$ cat src/rtl/uart_boot_loader_pkg.sv
// Shared boot-loader types: frame-parser states and the sync marker.
package uart_boot_loader_pkg;

  typedef enum logic [2:0] {IDLE, LEN0, LEN1, DATA, CSUM, DONE, ERROR} boot_state_t;

  localparam logic [7:0] BOOT_SYNC_BYTE = 8'hA5;

endpackage

$ cat src/rtl/boot_word_packer.sv
// Packs payload bytes little-endian into 32-bit words at consecutive word addresses.
// Latency: one registered write strobe the cycle after a word's 4th byte; accepts 1 byte/cycle, never stalls.
module boot_word_packer
  import uart_boot_loader_pkg::*;
#(
  parameter int ADDR_WIDTH = 8
) (
  input  logic                  clk,
  input  logic                  reset,
  input  logic                  clear,
  input  logic                  byte_valid,
  input  logic [7:0]            byte_data,
  output logic [31:0]           word,
  output logic                  word_valid,
  output logic [ADDR_WIDTH-1:0] word_addr,
  output logic [ADDR_WIDTH:0]   word_count,
  output logic                  byte_last
);

  logic [1:0]  byte_idx;
  logic [23:0] shift;

  assign byte_last = (byte_idx == 2'd3);

  always_ff @(posedge clk) begin
    if (reset) begin
      byte_idx   <= '0;
      shift      <= '0;
      word       <= '0;
      word_valid <= 1'b0;
      word_addr  <= '0;
      word_count <= '0;
    end else begin
      word_valid <= 1'b0;
      if (clear) begin
        byte_idx   <= '0;
        word_count <= '0;
      end else if (byte_valid) begin
        byte_idx <= byte_idx + 2'd1;
        // Earlier bytes shift down so byte k ends up in bits [8k+7:8k].
        shift    <= {byte_data, shift[23:8]};
        if (byte_last) begin
          word       <= {byte_data, shift};
          word_valid <= 1'b1;
          word_addr  <= word_count[ADDR_WIDTH-1:0];
          word_count <= word_count + (ADDR_WIDTH+1)'(1);
        end
      end
    end
  end

endmodule

$ cat src/rtl/uart_boot_loader.sv
// UART boot loader: parses SYNC/LEN/payload/CSUM frames into instruction-memory writes, holds the CPU until a good frame.
// Latency: writes and status one cycle after the triggering byte; absorbs back-to-back strobes, no backpressure.
module uart_boot_loader
  import uart_boot_loader_pkg::*;
#(
  parameter int ADDR_WIDTH     = 8,
  parameter int MAX_WORDS      = 256,
  parameter int TIMEOUT_CYCLES = 1_000_000
) (
  input  logic                  clk,
  input  logic                  reset,
  input  logic                  rx_valid,
  input  logic [7:0]            rx_byte,
  output logic                  mem_we,
  output logic [ADDR_WIDTH-1:0] mem_addr,
  output logic [31:0]           mem_wdata,
  output logic                  cpu_hold,
  output logic                  load_done,
  output logic                  load_error
);

  localparam int TW = $clog2(TIMEOUT_CYCLES + 1);
  localparam logic [TW-1:0] TIMEOUT_LAST = TW'(TIMEOUT_CYCLES - 1);

  boot_state_t state, next_state;

  logic [7:0]          len_lo;
  logic [15:0]         len;
  logic [15:0]         len_rx;
  logic [7:0]          sum;
  logic [TW-1:0]       idle_count;
  logic [ADDR_WIDTH:0] word_count;
  logic                byte_last;
  logic                frame_active;
  logic                timeout_hit;
  logic                data_byte;
  logic                enter_len0;

  assign len_rx       = {rx_byte, len_lo};
  assign frame_active = state inside {LEN0, LEN1, DATA, CSUM};
  // A byte on the final idle cycle wins over the timeout.
  assign timeout_hit  = frame_active && !rx_valid && (idle_count == TIMEOUT_LAST);
  assign data_byte    = rx_valid && (state == DATA);

  always_ff @(posedge clk) begin
    if (reset) state <= IDLE;
    else       state <= next_state;
  end

  always_comb begin
    next_state = state;
    enter_len0 = 1'b0;
    case (state)
      IDLE, DONE, ERROR: begin
        if (rx_valid && rx_byte == BOOT_SYNC_BYTE) begin
          next_state = LEN0;
          enter_len0 = 1'b1;
        end
      end
      LEN0: if (rx_valid) next_state = LEN1;
      LEN1: begin
        if (rx_valid)
          next_state = (len_rx == 16'd0 || 32'(len_rx) > MAX_WORDS) ? ERROR : DATA;
      end
      DATA: begin
        if (rx_valid && byte_last && 32'(word_count) == 32'(len) - 32'd1)
          next_state = CSUM;
      end
      CSUM: if (rx_valid) next_state = (rx_byte == sum) ? DONE : ERROR;
      default: next_state = IDLE;
    endcase
    if (timeout_hit) next_state = ERROR;
  end

  always_ff @(posedge clk) begin
    if (reset) begin
      len_lo     <= '0;
      len        <= '0;
      sum        <= '0;
      idle_count <= '0;
    end else begin
      idle_count <= (frame_active && !rx_valid) ? idle_count + TW'(1) : '0;
      if (state == LEN0 && rx_valid) len_lo <= rx_byte;
      if (state == LEN1 && rx_valid) len <= len_rx;
      if (enter_len0)     sum <= '0;
      else if (data_byte) sum <= sum + rx_byte;
    end
  end

  boot_word_packer #(
    .ADDR_WIDTH(ADDR_WIDTH)
  ) u_packer (
    .clk       (clk),
    .reset     (reset),
    .clear     (enter_len0),
    .byte_valid(data_byte),
    .byte_data (rx_byte),
    .word      (mem_wdata),
    .word_valid(mem_we),
    .word_addr (mem_addr),
    .word_count(word_count),
    .byte_last (byte_last)
  );

  assign cpu_hold   = (state != DONE);
  assign load_done  = (state == DONE);
  assign load_error = (state == ERROR);

endmodule

$ cat config.mk
export PLATFORM = sky130hd
export DESIGN_NAME = uart_boot_loader
export DESIGN_NICKNAME = d
export VERILOG_FILES = /design/src/rtl/uart_boot_loader_pkg.sv /design/src/rtl/boot_word_packer.sv /design/src/rtl/uart_boot_loader.sv
export SDC_FILE = /design/constraint.sdc
export NUM_CORES = 1
export LEC_CHECK = 0
export CAP_MARGIN = 20
export CELL_PAD_IN_SITES_DETAIL_PLACEMENT = 1
export CELL_PAD_IN_SITES_GLOBAL_PLACEMENT = 1
export CORE_UTILIZATION = 45
export DETAILED_ROUTE_END_ITERATION = 6
export GPL_TIMING_DRIVEN = 0
export PLACE_DENSITY = 0.81
export SYNTH_ARGS = -nofsm -noshare
export SYNTH_HDL_FRONTEND = slang
export SYNTH_SLANG_ARGS = --single-unit
$ cat constraint.sdc
create_clock -name clk -period 4.3 [get_ports clk]
set_input_delay 0.86 -clock clk [delete_from_list [all_inputs] [get_ports clk]]
set_output_delay 0.86 -clock clk [all_outputs]
set_load 0.005 [all_outputs]
Word-level counts from Yosys, hierarchy flattened
Cells that the tools add are included. Widths: inputs -> output; s select.

Output and inout bits: 44. Memory bits (read-only): 0. Flip-flop bits (word level): 131. Memories kept: 0. Input bits: 11. Bits in latches: 0. RAM bits: 0. Logic and storage cells: 78.

Mux-type cells: 12. Equal/unequal tests: 22. Order comparisons: 1. Div/mod/pow operators: 0. Shifts and indexed selects: 0. Multipliers: 0. Reductions and logical operators: 23. Add/sub/neg operators: 5. Bitwise gates (word level): 3.

Operators by type and width (count): $eq 9x32->1 (1); $mux 3 (7); $add 20x1->20 const B (1); $eq 20x20->1 const B (1); $sub 16x1->17 const B (1); $gt 16x9->1 const B (1); $logic_not 16->1 (1); $ne 3x3->1 const B (5); $pmux 3 s5 (1); $reduce_and 5->1 (2); $add 9x1->9 const B (1); $eq 3x3->1 const B (3); $add 8x8->8 (1); $eq 8x8->1 (1); $eq 8x8->1 const B (1); $logic_and 1x1->1 (8); $ne 2x2->1 const B (4); $eq 3x2->1 const B (2); $reduce_or 2->1 (3); $reduce_or 3->1 (2); $reduce_and 2->1 (2); $reduce_bool 4->1 (1); $eq 3x1->1 const B (1); $logic_not 3->1 (1); 10 further kinds (14).

Longest topological paths before layout
Gate-level depths: netlist of the first run.

Depth in word-level cells: 6. Mapped depth: 10. Mapped depth without buffers: 10.

Cells and area by module
Synthesis of the first run repeated with hierarchy kept, for this count alone.

Cell total of the unflattened synthesis: 725. Area total of the unflattened synthesis: 5793.1 µm².

Modules (own cells, without submodules): uart_boot_loader (seq. area each 1101.1 µm², times used 1, area an instance 3042.9 µm², cells an instance 384); boot_word_packer (seq. area each 1521.5 µm², times used 1, area an instance 2750.1 µm², cells an instance 341).

Least setup slack after synthesis of the first run
OpenSTA, ideal clock, no wires.

Path type: in2reg. Start point: input port rx_byte[0]. End point: register sum[6]. Data arrival time: 2328 ps. Setup time: 74 ps. Path buffers: 0. Slack: 1897 ps. Data required time: 4226 ps. Stages: 10. Cells stage by stage: ha_1 inv_1 fa_1 nor2b_1 o21ai_0 nand2b_1 a21o_1 a21oi_1 or3_1 a31oi_1.

Word-level cells in the longest chain between the ends: 5. Elaborated cells between the ends (all ways): 6. Those cells by class: 1 x add/sub; 1 x eq/ne; 2 x mux; 2 x reduce/logical.

RTL lines: start: declaration (line uart_boot_loader.sv:13) `input logic [7:0] rx_byte,`; $eq 8x8->1 (line uart_boot_loader.sv:55) `if (rx_valid && rx_byte == BOOT_SYNC_BYTE) begin`; $logic_and 1x1->1 (line uart_boot_loader.sv:55); $mux 1 (line uart_boot_loader.sv:55); $mux 1 (line uart_boot_loader.sv:53) `case (state)`; $reduce_or 2->1 (no line); end signal: assignment (line uart_boot_loader.sv:86) `else if (data_byte) sum <= sum + rx_byte;`; end: declaration (line uart_boot_loader.sv:30) `logic [7:0] sum;`.

Parallel ways exist; a longest one is shown, timed or not. A chain may end at the register's enable or synchronous reset.

Final worst setup path of the first run
Start point: input port rx_byte[4]. End point: register u_packer.word_addr[0].

Word-level cells in the longest chain between the ends: 6.

RTL lines: $eq 8x8->1 (line uart_boot_loader.sv:55); $logic_and 1x1->1 (line uart_boot_loader.sv:55); $mux 1 (line uart_boot_loader.sv:55); $mux 1 (line uart_boot_loader.sv:53); $not 1->1 (no line); $reduce_and 3->1 (no line); end signal: assignment (line boot_word_packer.sv:45) `word_addr <= word_count[ADDR_WIDTH-1:0];`; end: declaration (line boot_word_packer.sv:15) `output logic [ADDR_WIDTH-1:0] word_addr,`.

Every way passes these cells.

==> results.cfg, run 1 <==
[clock_tree]
numClockSinks = 131
cts_buffers = 17
hold_buffers = 0
h-tree-depth = 4
root_buffer = clkbuf_16
cts_tree = yes
post_cts_buffers = 0
clock_latency_ns = 0.43
cts.clk_slew.worst_paths_ns = 0.06
cts_resized = 0
clock_path_buffers = 2

[sta]
fin_ws_ns = 1.074
rsz0062_at_grt = no
fin_crit_ns = 3.226
finalCritPeriodShare_pct = 75.02
finalSetupTns_ns = 0
hold_viol_final = 0
maxSlewViolCount = 0
finalSetupViolations = 0
fmaxAchievable_ghz = 0.3100
slew_headroom_pct = 56.26
tightest_slew_ns = 0.6561
clock_skew_ns = 0.008754

[hold_path]
worstHoldStart = u_packer.word_addr[5]
min_path_type = flip-flop to flip-flop

[die]
row_count = 41
chipWidth_um = 115.6
coreArea_um2 = 12620
start_util_pct = 46.02
die_area_um2 = 13370
die_y_um = 115.6
io_pins = 55

[power]
irDropWorstVdd_v = 0.0003172
p_total_w = 0.003034
power.density_nw_per_um2 = 424.4
leakage_nw = 2.437

[setup_path]
critPathArrivalTime_ns = 3.52
slowest_delay_ns = 0.61
worstPathMaxFanout = 10
criticalPathCategory = primary input to flip-flop
endpoint_kind = flip-flop
crit_start = rx_byte[4]
cp.required_ns = 4.59
timing.rr.start = len[0]
critical_path.slowest_cell = clkdlybuf4s50_1
startpoint_type = primary input
crit_chain = clkdlybuf4s50_1 > nor4_1 > and4_1 > clkbuf_1 > o21ai_0 > nand2b_1 > clkbuf_1 > o21ai_0

[detailed_routing]
drc_errors = 0
first_pass_iters = 4
wl_um = 17650
drtIter0Drc = 351
ant_nets = 0
viasPerCell = 5.485
vias = 5463
wl_per_cell_um = 17.72

[yosys]
synth_warnings = 0
ys_ff_latch = 131
synth_edf_count = 0
yosysSeqAreaShare_pct = 45.15
ys.flop_type = dfxtp_1
yosysUniqueCellTypes = 56
syn_inst = 739
syn_area_um2 = 5808
async_flop_share_pct = 0
synth_fp_nets = 762
avgSynthCellArea_um2 = 7.859

[cells_and_area]
nets = 834
antenna_cells = 0
final_cell_mix = 204 x nand2_1, 131 x dfxtp_1, 98 x a21oi_1, 53 x clkdlybuf4s50_1, 51 x nor2_1
stdcell_count = 996
drive_gt1_share_pct = 5.340
layout_commonest_cell = nand2_1
area_delta_synth_final_pct = 23.07

[placement]
post-place-ws_ns = 0.6346
numPortBuffers = 53
gp_congestion = 0.8649
dp_hpwl_um = 12730
placed_cells = 964

[job]
drv_cap = 0

[global_routing]
grt_pass1_wl_um = 28680
grt_usage_pct = 28.36
grt-ovfl-total = 0
grt_max_degree = 17
grt_pass1_vias = 5631
antenna_found_initial = 0

[status]
status = completed
-- kinds of logic after synthesis --
logic type / count (synthesis) / share of synthesized area (%)
xor+xnor: 45 / 6.786
buf+inv: 53 / 3.576
mux: 2 / 0.3447
flops: 131 / 45.15
fa+ha+maj: 13 / 2.887
simple gates: 355 / 27.68
compound gates: 140 / 13.57
-- worst paths after layout --
kind              slack, ns                    end  cells after the start
setup / recovery       1.07  u_packer.word_addr[0]                      8
hold / removal         0.46  u_packer.word_addr[5]                      2
setup reg to reg       1.66               state[1]                      8
hold reg to reg        0.46  u_packer.word_addr[5]                      2
-- cells in the mapped netlist, drive strengths merged (3+ instances only) --
| cell | instances | area share, % |
|---|---|---|
| nand2 | 204 | 13 |
| dfxtp | 131 | 45 |
| a21oi | 98 | 8.4 |
| nor2 | 51 | 3.3 |
| clkbuf | 40 | 2.6 |
| xor2 | 25 | 3.8 |
| nand3 | 20 | 1.7 |
| xnor2 | 20 | 3.0 |
| nor3 | 14 | 1.2 |
| o21ai | 13 | 1.2 |
| ha | 11 | 2.4 |
| nor2b | 11 | 1.2 |
| inv | 10 | 0.65 |
| and3 | 9 | 0.97 |
| a31oi | 8 | 0.86 |
| nor4 | 8 | 0.97 |
| nand4 | 7 | 0.75 |
| or3 | 6 | 0.73 |
| nand2b | 5 | 0.54 |
| and4 | 4 | 0.62 |
| buf | 3 | 0.34 |
-- routing by layer --
layer	GRT usage, %	share of wire [%]	wire length (um)	up-vias
li1	-	-	-	2646
met1	34.41	45	7862	2703
met2	49.58	50	8889	79
met3	5.073	2.5	450	35
met4	11.71	2.5	446	0
met5	0	0	0	-
-- sequential cells by signal (all words and copies together), names as in the netlist, 8 cells and up --
signal	flops
idle_count	20
len	16
len_lo	8
sum	8
u_packer.shift	24
u_packer.word	32
u_packer.word_addr	8
u_packer.word_count	9
-- worst max-delay path: cells and delay by family --
family          cells  cell delay [ns]
compound gates      2             0.32
buf+inv             3             1.36
simple gates        3             0.99
-- area by class of cell --
| class | count | area, um2 |
|---|---|---|
| plain buffers | 43 | 170.2 |
| clock buffers | 19 | 442.9 |
| clock inverters | 13 | 151.4 |
| fillers | 1580 | 5472 |
| inverters | 10 | 37.54 |
| multi-input cells | 555 | 2978 |
| flip-flops and latches | 131 | 2623 |
| well taps | 172 | 215.2 |
| repair buffers | 53 | 530.5 |
-- power breakdown --
part / total [W] / switching [W] / internal [W]
Sequential: 0.00126 / 0.0000243 / 0.00124
Clock: 0.00145 / 0.000575 / 0.000875
Combinational: 0.000319 / 0.000214 / 0.000104
Total: 0.00303 / 0.000814 / 0.00222
-- stage by stage --
step           utilization, %  hold slack [ns]  cell area (um2)
4_1_cts                 56.64           0.4565             7148
2_1_floorplan               -           0.4258             5808
5_1_grt                 56.64           0.4722             7148
6_report                56.64           0.4558             7148
3_5_place_dp            51.93           0.4461             6554
3_3_place_gp            51.93           0.4414             6554
Note: power is estimated with default switching activity, not from simulation.
==> inputs of run 2 (changes only) <==
Settings changed: CORE_UTILIZATION 45 to 38, PLACE_DENSITY 0.81 to 0.73.
Clock period 4.3 ns to 2.7 ns, I/O delays scaled along.
==> results.cfg, run 2 (synthesis gave the netlist of run 1 again) <==
[placement]
dp_hpwl_um = 12730
placed_area_um2 = 6569
gp_congestion = 0.8537
post-place-ws_ns = -0.7730
numPortBuffers = 53
placed_cells = 976

[detailed_routing]
drtIter0Drc = 233
drc_errors = 2
ant_nets = 0
wl_per_cell_um = 17.18
first_pass_iters = 6
vias = 5396
wl_um = 17280
viasPerCell = 5.364

[global_routing]
grt_pass1_vias = 5572
grt-ovfl-total = 0
antenna_found_initial = 0
grt_usage_pct = 22.89
grt_pass1_wl_um = 28130
grt_max_degree = 17

[sta]
slew_headroom_pct = 56.88
finalCritPeriodShare_pct = 96.79
fin_ws_ns = 0.08674
maxSlewViolCount = 0
fmaxAchievable_ghz = 0.3827
tightest_slew_ns = 0.6468
clock_skew_ns = 0.009275
hold_viol_final = 0
finalSetupViolations = 0
fin_crit_ns = 2.613

[die]
io_pins = 55
coreArea_um2 = 14700
row_count = 44
die_area_um2 = 15780
start_util_pct = 39.51
die_y_um = 125.6
chipWidth_um = 125.6

[setup_path]
cp.required_ns = 2.99
reg2reg_depth = 9
endpoint_kind = flip-flop
critPathArrivalTime_ns = 2.90
startpoint_type = primary input
r2r_slack_ns = 0.11
worstPathMaxFanout = 10
criticalPathCategory = primary input to flip-flop

[hold_path]
min_path_type = flip-flop to flip-flop
hold_depth = 2

[cells_and_area]
nets = 833
drive_gt1_share_pct = 6.204
final_cell_mix = 204 x nand2_1, 131 x dfxtp_1, 98 x a21oi_1, 50 x nor2_1, 50 x clkdlybuf4s50_1
largest_register_ffs = 32
stdcell_count = 1006
reg.largest.list = u_packer.word x32, u_packer.shift x24, idle_count x20
antenna_cells = 0
layout_commonest_cell = nand2_1
area_delta_synth_final_pct = 24.82
largest-register = u_packer.word
fin_util_pct = 49.32
fin_area_um2 = 7249

[power]
switching_share_pct = 24.69
switchingPower_w = 0.001227
power.density_nw_per_um2 = 685.4
leakage_nw = 2.540
power_frac_comb_pct = 9.8
p_int_w = 0.003742
pwr-share-seq_pct = 40.9
irDropWorstVdd_v = 0.0004213
power_frac_clock_pct = 49.3

[status]
violations = design-rule violations
status = complete, but fails checks

[job]
drv_cap = 0

[clock_tree]
clock_latency_ns = 0.42
cts_tree = yes
numClockSinks = 131
cts.clk_slew.worst_paths_ns = 0.06
root_buffer = clkbuf_16
h-tree-depth = 4
clock_path_buffers = 2
cts_buffers = 17
hold_buffers = 0
-- run 2: cell type report --
class | instances | area, um2
Fill cell | 1763 | 7450
Clock inverter | 7 | 120.1
Clock buffer | 24 | 511.7
Inverter | 10 | 37.54
Multi-Input combinational cell | 555 | 3017
Sequential cell | 131 | 2623
Tap cell | 184 | 230.2
Timing Repair Buffer | 53 | 538.0
Buffer | 42 | 172.7
-- run 2: final timing paths --
| check | startpoint | to |
|---|---|---|
| worst min register to register | u_packer.word_addr[5] | u_packer.word_addr[5] |
| worst max register to register | len[0] | state[2] |
| worst min-delay path | u_packer.word_addr[5] | u_packer.word_addr[5] |
| worst max-delay path | rx_valid | state[1] |
-- run 2: timing repair --
item | CTS | global route
pin swaps | 0 | 1
endpoints found under the hold margin | 0 | 0
setup buffers | 0 | 0
resized for setup | 5 | 11
endpoints found under the setup margin | 22 | 15
-- run 2: metal layers --
layer	up-vias	track usage [%]	part of all wire [%]
li1	2638	-	-
met1	2654	28.01	45
met2	84	39.80	50
met3	20	5.225	3.5
met4	0	7.174	1.3
met5	-	0	0
-- run 2: power by group through the flow --
stage	sequential, W	clock, W	combinational (W)
floorplan	0.00204	0	0.000347
global placement	0.00205	0	0.000474
detailed placement	0.00205	0	0.000493
CTS	0.00201	0.00249	0.000500
global route	0.00204	0.00259	0.000537
finish	0.00203	0.00245	0.000489
-- run 2: critical path, stage by stage --
cell and delay (ns):
clkdlybuf4s50_1 0.66, clkbuf_1 0.39, nand2_1 0.19, o2111ai_1 0.22, and4_2 0.29, nand4_1 0.14
nor3b_4 0.30, a41oi_1 0.14
-- run 2: metrics by stage --
| step | hold WS, ns | TNS [ns] | total power, W |
|---|---|---|---|
| after floorplan | 0.4258 | 0 | 0.002388 |
| after global placement | 0.4414 | -19.74 | 0.002527 |
| after detailed placement | 0.4490 | -24.75 | 0.002547 |
| after CTS | 0.4568 | 0 | 0.004998 |
| after global routing | 0.4738 | -0.03466 | 0.005160 |
| final | 0.4550 | 0 | 0.004969 |
==> patch 1: new RTL, flow settings as in run 2 <==
The parameter `TIMEOUT_CYCLES` goes from 1_000_000 to 500_000.
--- a/src/rtl/uart_boot_loader.sv
+++ b/src/rtl/uart_boot_loader.sv
@@ -5,7 +5,7 @@
 #(
   parameter int ADDR_WIDTH     = 8,
   parameter int MAX_WORDS      = 256,
-  parameter int TIMEOUT_CYCLES = 1_000_000
+  parameter int TIMEOUT_CYCLES = 500_000
 ) (
   input  logic                  clk,
   input  logic                  reset,
Behaviour: same outputs for any inputs over 10 cycles, from zero or initial values and one cycle with reset high; that may be too few to reach the edited logic, so the function may still have changed.
==> patch 1 against run 2 <==
  * Area after synthesis fell by 2.8%
  * Largest power group unchanged
  * Total power fell by 4.1%
  * Final area fell by 3.8%
  * Critical path depth did not move
  * Count of clock-buffer cells in the layout fell by 5
  * Maximum frequency rose by 1.9%
  * Critical path type unchanged
  * Hold slack improved by 0.87 ps
  * Sequential cell count fell by 1
  * Highest routed layer unchanged
  * Critical endpoint unchanged
  * Wire length fell by 6.2%
  * Clock skew fell by 1.2 ps
  * Utilization fell by 1.3 points
  * Sequential share of layout area rose by 1.1 points
  * Register-to-register slack improved by 110 ps
  * Setup slack improved by 49 ps
==> patch 1: results (changes against run 2) <==
DPL Wire Length=11900 um (-6.8%); switching fraction of total power=25.8% (+1.1 points); Compound-Gate Fraction of Synth Area=12.1% (-1.5 points); #MultiIn Comb=525 (-5.4%); actual slew at the worst max-slew pin=761 ps (+114 ps); met1 Use GR=28.2% (+0.23 points); vias per inst=5.19 (-3.3%); status=finished clean; mux contribution to synthesized area=2.17% (+1.8 points); first-pass GRT wire length=26400 um (-6.2%); GR Layer Usage met3=4.12% (-1.1 points); Placer Congestion=0.862 (+1.0%); clock buffers=19 (-21%); Reg2Reg Launch Point=len[2]; Commonest cells post-synth=184 x nand2_1, 130 x dfxtp_1, 95 x a21oi_1; Net Count, Synth=733 (-3.8%); sequential cell area share=37.3% (+1.1 points); Max Fclk=0.390 GHz (+1.9%); multi-input combinational area share=40.6% (-1.0 points); number of global-route vias before repair=5198 (-6.7%); All-Layer GR Usage=22.8% (-0.12 points); Critical Path Start=rx_byte[2]; I/O Buffers=52 (-1.9%); Layout fillers=1775 (+0.68%); met2 Use GR=39.3% (-0.46 points)
[patch 1: cell count changes after synthesis, moves of 3 or more]
cell | run 2 | this run
nand2_1 | 204 | 184
mux2i_1 | 2 | 10
nor2_1 | 51 | 59
clkbuf_1 | 40 | 35
a31oi_1 | 8 | 4
nand3_1 | 20 | 16
a21oi_1 | 98 | 95
and3_1 | 9 | 6
buf_2 | 1 | 4
nand2b_1 | 5 | 2
[patch 1: metrics by stage]
| step | power (mW) | hold slack [ps] | util (%) | std cells | TNS, ps |
|---|---|---|---|---|---|
| detailed placement | 2.59 | 450 | 44.0 | 946 | -18570 |
| CTS | 4.79 | 457 | 47.8 | 975 | 0 |
| global route | 4.94 | 473 | 48.0 | 976 | 0 |
| global placement | 2.56 | 440 | 44.0 | 946 | -14920 |
| floorplan | 2.43 | 426 | - | 710 | 0 |
| finish | 4.76 | 456 | 48.0 | 976 | 0 |
==> patch 2: new RTL, flow settings as in run 2 <==
Without the edit above. Make the reset (`reset`) asynchronous in 3 clocked blocks.
--- a/src/rtl/boot_word_packer.sv
+++ b/src/rtl/boot_word_packer.sv
@@ -22,7 +22,7 @@
 
   assign byte_last = (byte_idx == 2'd3);
 
-  always_ff @(posedge clk) begin
+  always_ff @(posedge clk or posedge reset) begin
     if (reset) begin
       byte_idx   <= '0;
       shift      <= '0;
--- a/src/rtl/uart_boot_loader.sv
+++ b/src/rtl/uart_boot_loader.sv
@@ -42,7 +42,7 @@
   assign timeout_hit  = frame_active && !rx_valid && (idle_count == TIMEOUT_LAST);
   assign data_byte    = rx_valid && (state == DATA);
 
-  always_ff @(posedge clk) begin
+  always_ff @(posedge clk or posedge reset) begin
     if (reset) state <= IDLE;
     else       state <= next_state;
   end
@@ -72,7 +72,7 @@
     if (timeout_hit) next_state = ERROR;
   end
 
-  always_ff @(posedge clk) begin
+  always_ff @(posedge clk or posedge reset) begin
     if (reset) begin
       len_lo     <= '0;
       len        <= '0;
Check against the original RTL: differs if reset is asserted again (counterexample within 4 cycles, from zero or initial values and one cycle with reset high); with reset held inactive, the same outputs for 10 cycles.
==> patch 2 against run 2 <==
  * Sequential cell count did not move
  * Setup slack improved by 10 ps
  * Wire length fell by 1.7%
  * Area after synthesis rose by 6.7%
  * Final area rose by 6.4%
Power is not compared: it rests on default switching activity, and its combinational part moved more than twofold at a synthesized area within 25%.
==> patch 2: results (changes against run 2) <==
post_cts resized=6 (+1); Worst Reg-to-Reg Cells=8 (-1); crit path time final=2600 ps (-10.5 ps); Std-Cell Rows=46 (+4.5%); Clk pin slew, worst setup/hold paths=60 ps (about the same); Placed Cells=935 (-4.2%); I/O Buffers=53 (unchanged); hold path endpoint=u_packer.word[2]; DR vias=5042 (-6.6%); largest net degree at the start of global routing=43 (+26); vias per inst=5.23 (-2.5%); Seq/Total Area, Yosys=52.9% (+7.7 points); Layout non-clock buf frac=9.22% (-0.59 points); Buffers, non-clock=84 (-12%); first-pass GRT wire length=28200 um (+0.39%); Total Power=7.88 mW; crit-path max FO=6 (-4); area post-placement=7060 sq um (+7.5%); actual slew at the worst max-slew pin=870 ps (+223 ps); All-Layer GR Usage=22.1% (-0.80 points); CP Launch Type=register; skew final=6.83 ps (-2.44 ps); Inverters=16 (+6); Syn. warnings=0 (unchanged); Post-synth top flop=dfrtp_1; synth top area cells=dfrtp_1 53%, nand2_1 13%, mux2_2 4.0%, xor2_1 3.3%, nor2_1 2.4%; Layout clock area frac=7.87% (-0.85 points); Async SR Flop Fraction=100% (+100 points); Layout fillers=1835 (+4.1%); Final Cell Area=7710 sq um (+6.4%); share of cells above drive strength 1=10.3% (+4.1 points); #MultiIn Comb=488 (-12%); count of cell types in the netlist=54 (-3.6%); final WL=17000 um (-1.7%); Commonest cells post-synth=217 x nand2_1, 131 x dfrtp_1, 40 x nor2_1; Setup crit end=state[0]; Net Count, Synth=686 (-10%); Post-Place Setup Slack=-861 ps (-87.9 ps); multi-input combinational area share=36.0% (-5.6 points); Hold Crit Start=u_packer.word[2]; Reg2Reg Launch Point=len[0]; status=finished clean; delay-heaviest family, CP=simple AND/OR/NAND/NOR gates; Hold WS=470 ps (+15.5 ps); DPL Wire Length=11800 um (-7.0%); Placer Congestion=0.830 (-2.8%); DRT iter0 DRCs=247 (+6.0%); drt first pass iters=4 (-2); syn_area_per_cell=9.35 sq um (+19%); sequential cell area share=42.5% (+6.4 points); CP peak stage delay=440 ps (-220 ps)
-- patch 2: changes by cell type after synthesis, sizes merged, moves of 11 or more --
cell and delta:
o21ai +16, nor2 -11, mux2 +22, nand2 +13, dfrtp +131, dfxtp -131
clkbuf -20, a21oi -91
-- patch 2: layer usage --
layer	share of wire [%]	vias up	GRT usage, %
li1	-	2361	-
met1	43	2570	26.7
met2	52	90	39.3
met3	3.3	21	4.02
met4	1.6	0	8.00
met5	0	-	0
-- patch 2: logic make-up (layout without fill, tap and decap cells) --
| logic type | after synthesis | count (layout) | share of synthesized area, % |
|---|---|---|---|
| flip-flops | 131 | 131 | 52.9 |
| AND/OR/NAND/NOR | 347 | 347 | 24.8 |
| buffers and inverters | 44 | 129 | 2.81 |
| XOR/XNOR | 39 | 39 | 5.51 |
| AO/OA/AOI/OAI | 68 | 68 | 7.45 |
| multiplexers | 22 | 22 | 4.00 |
| adder cells (fa/ha/maj) | 12 | 12 | 2.54 |
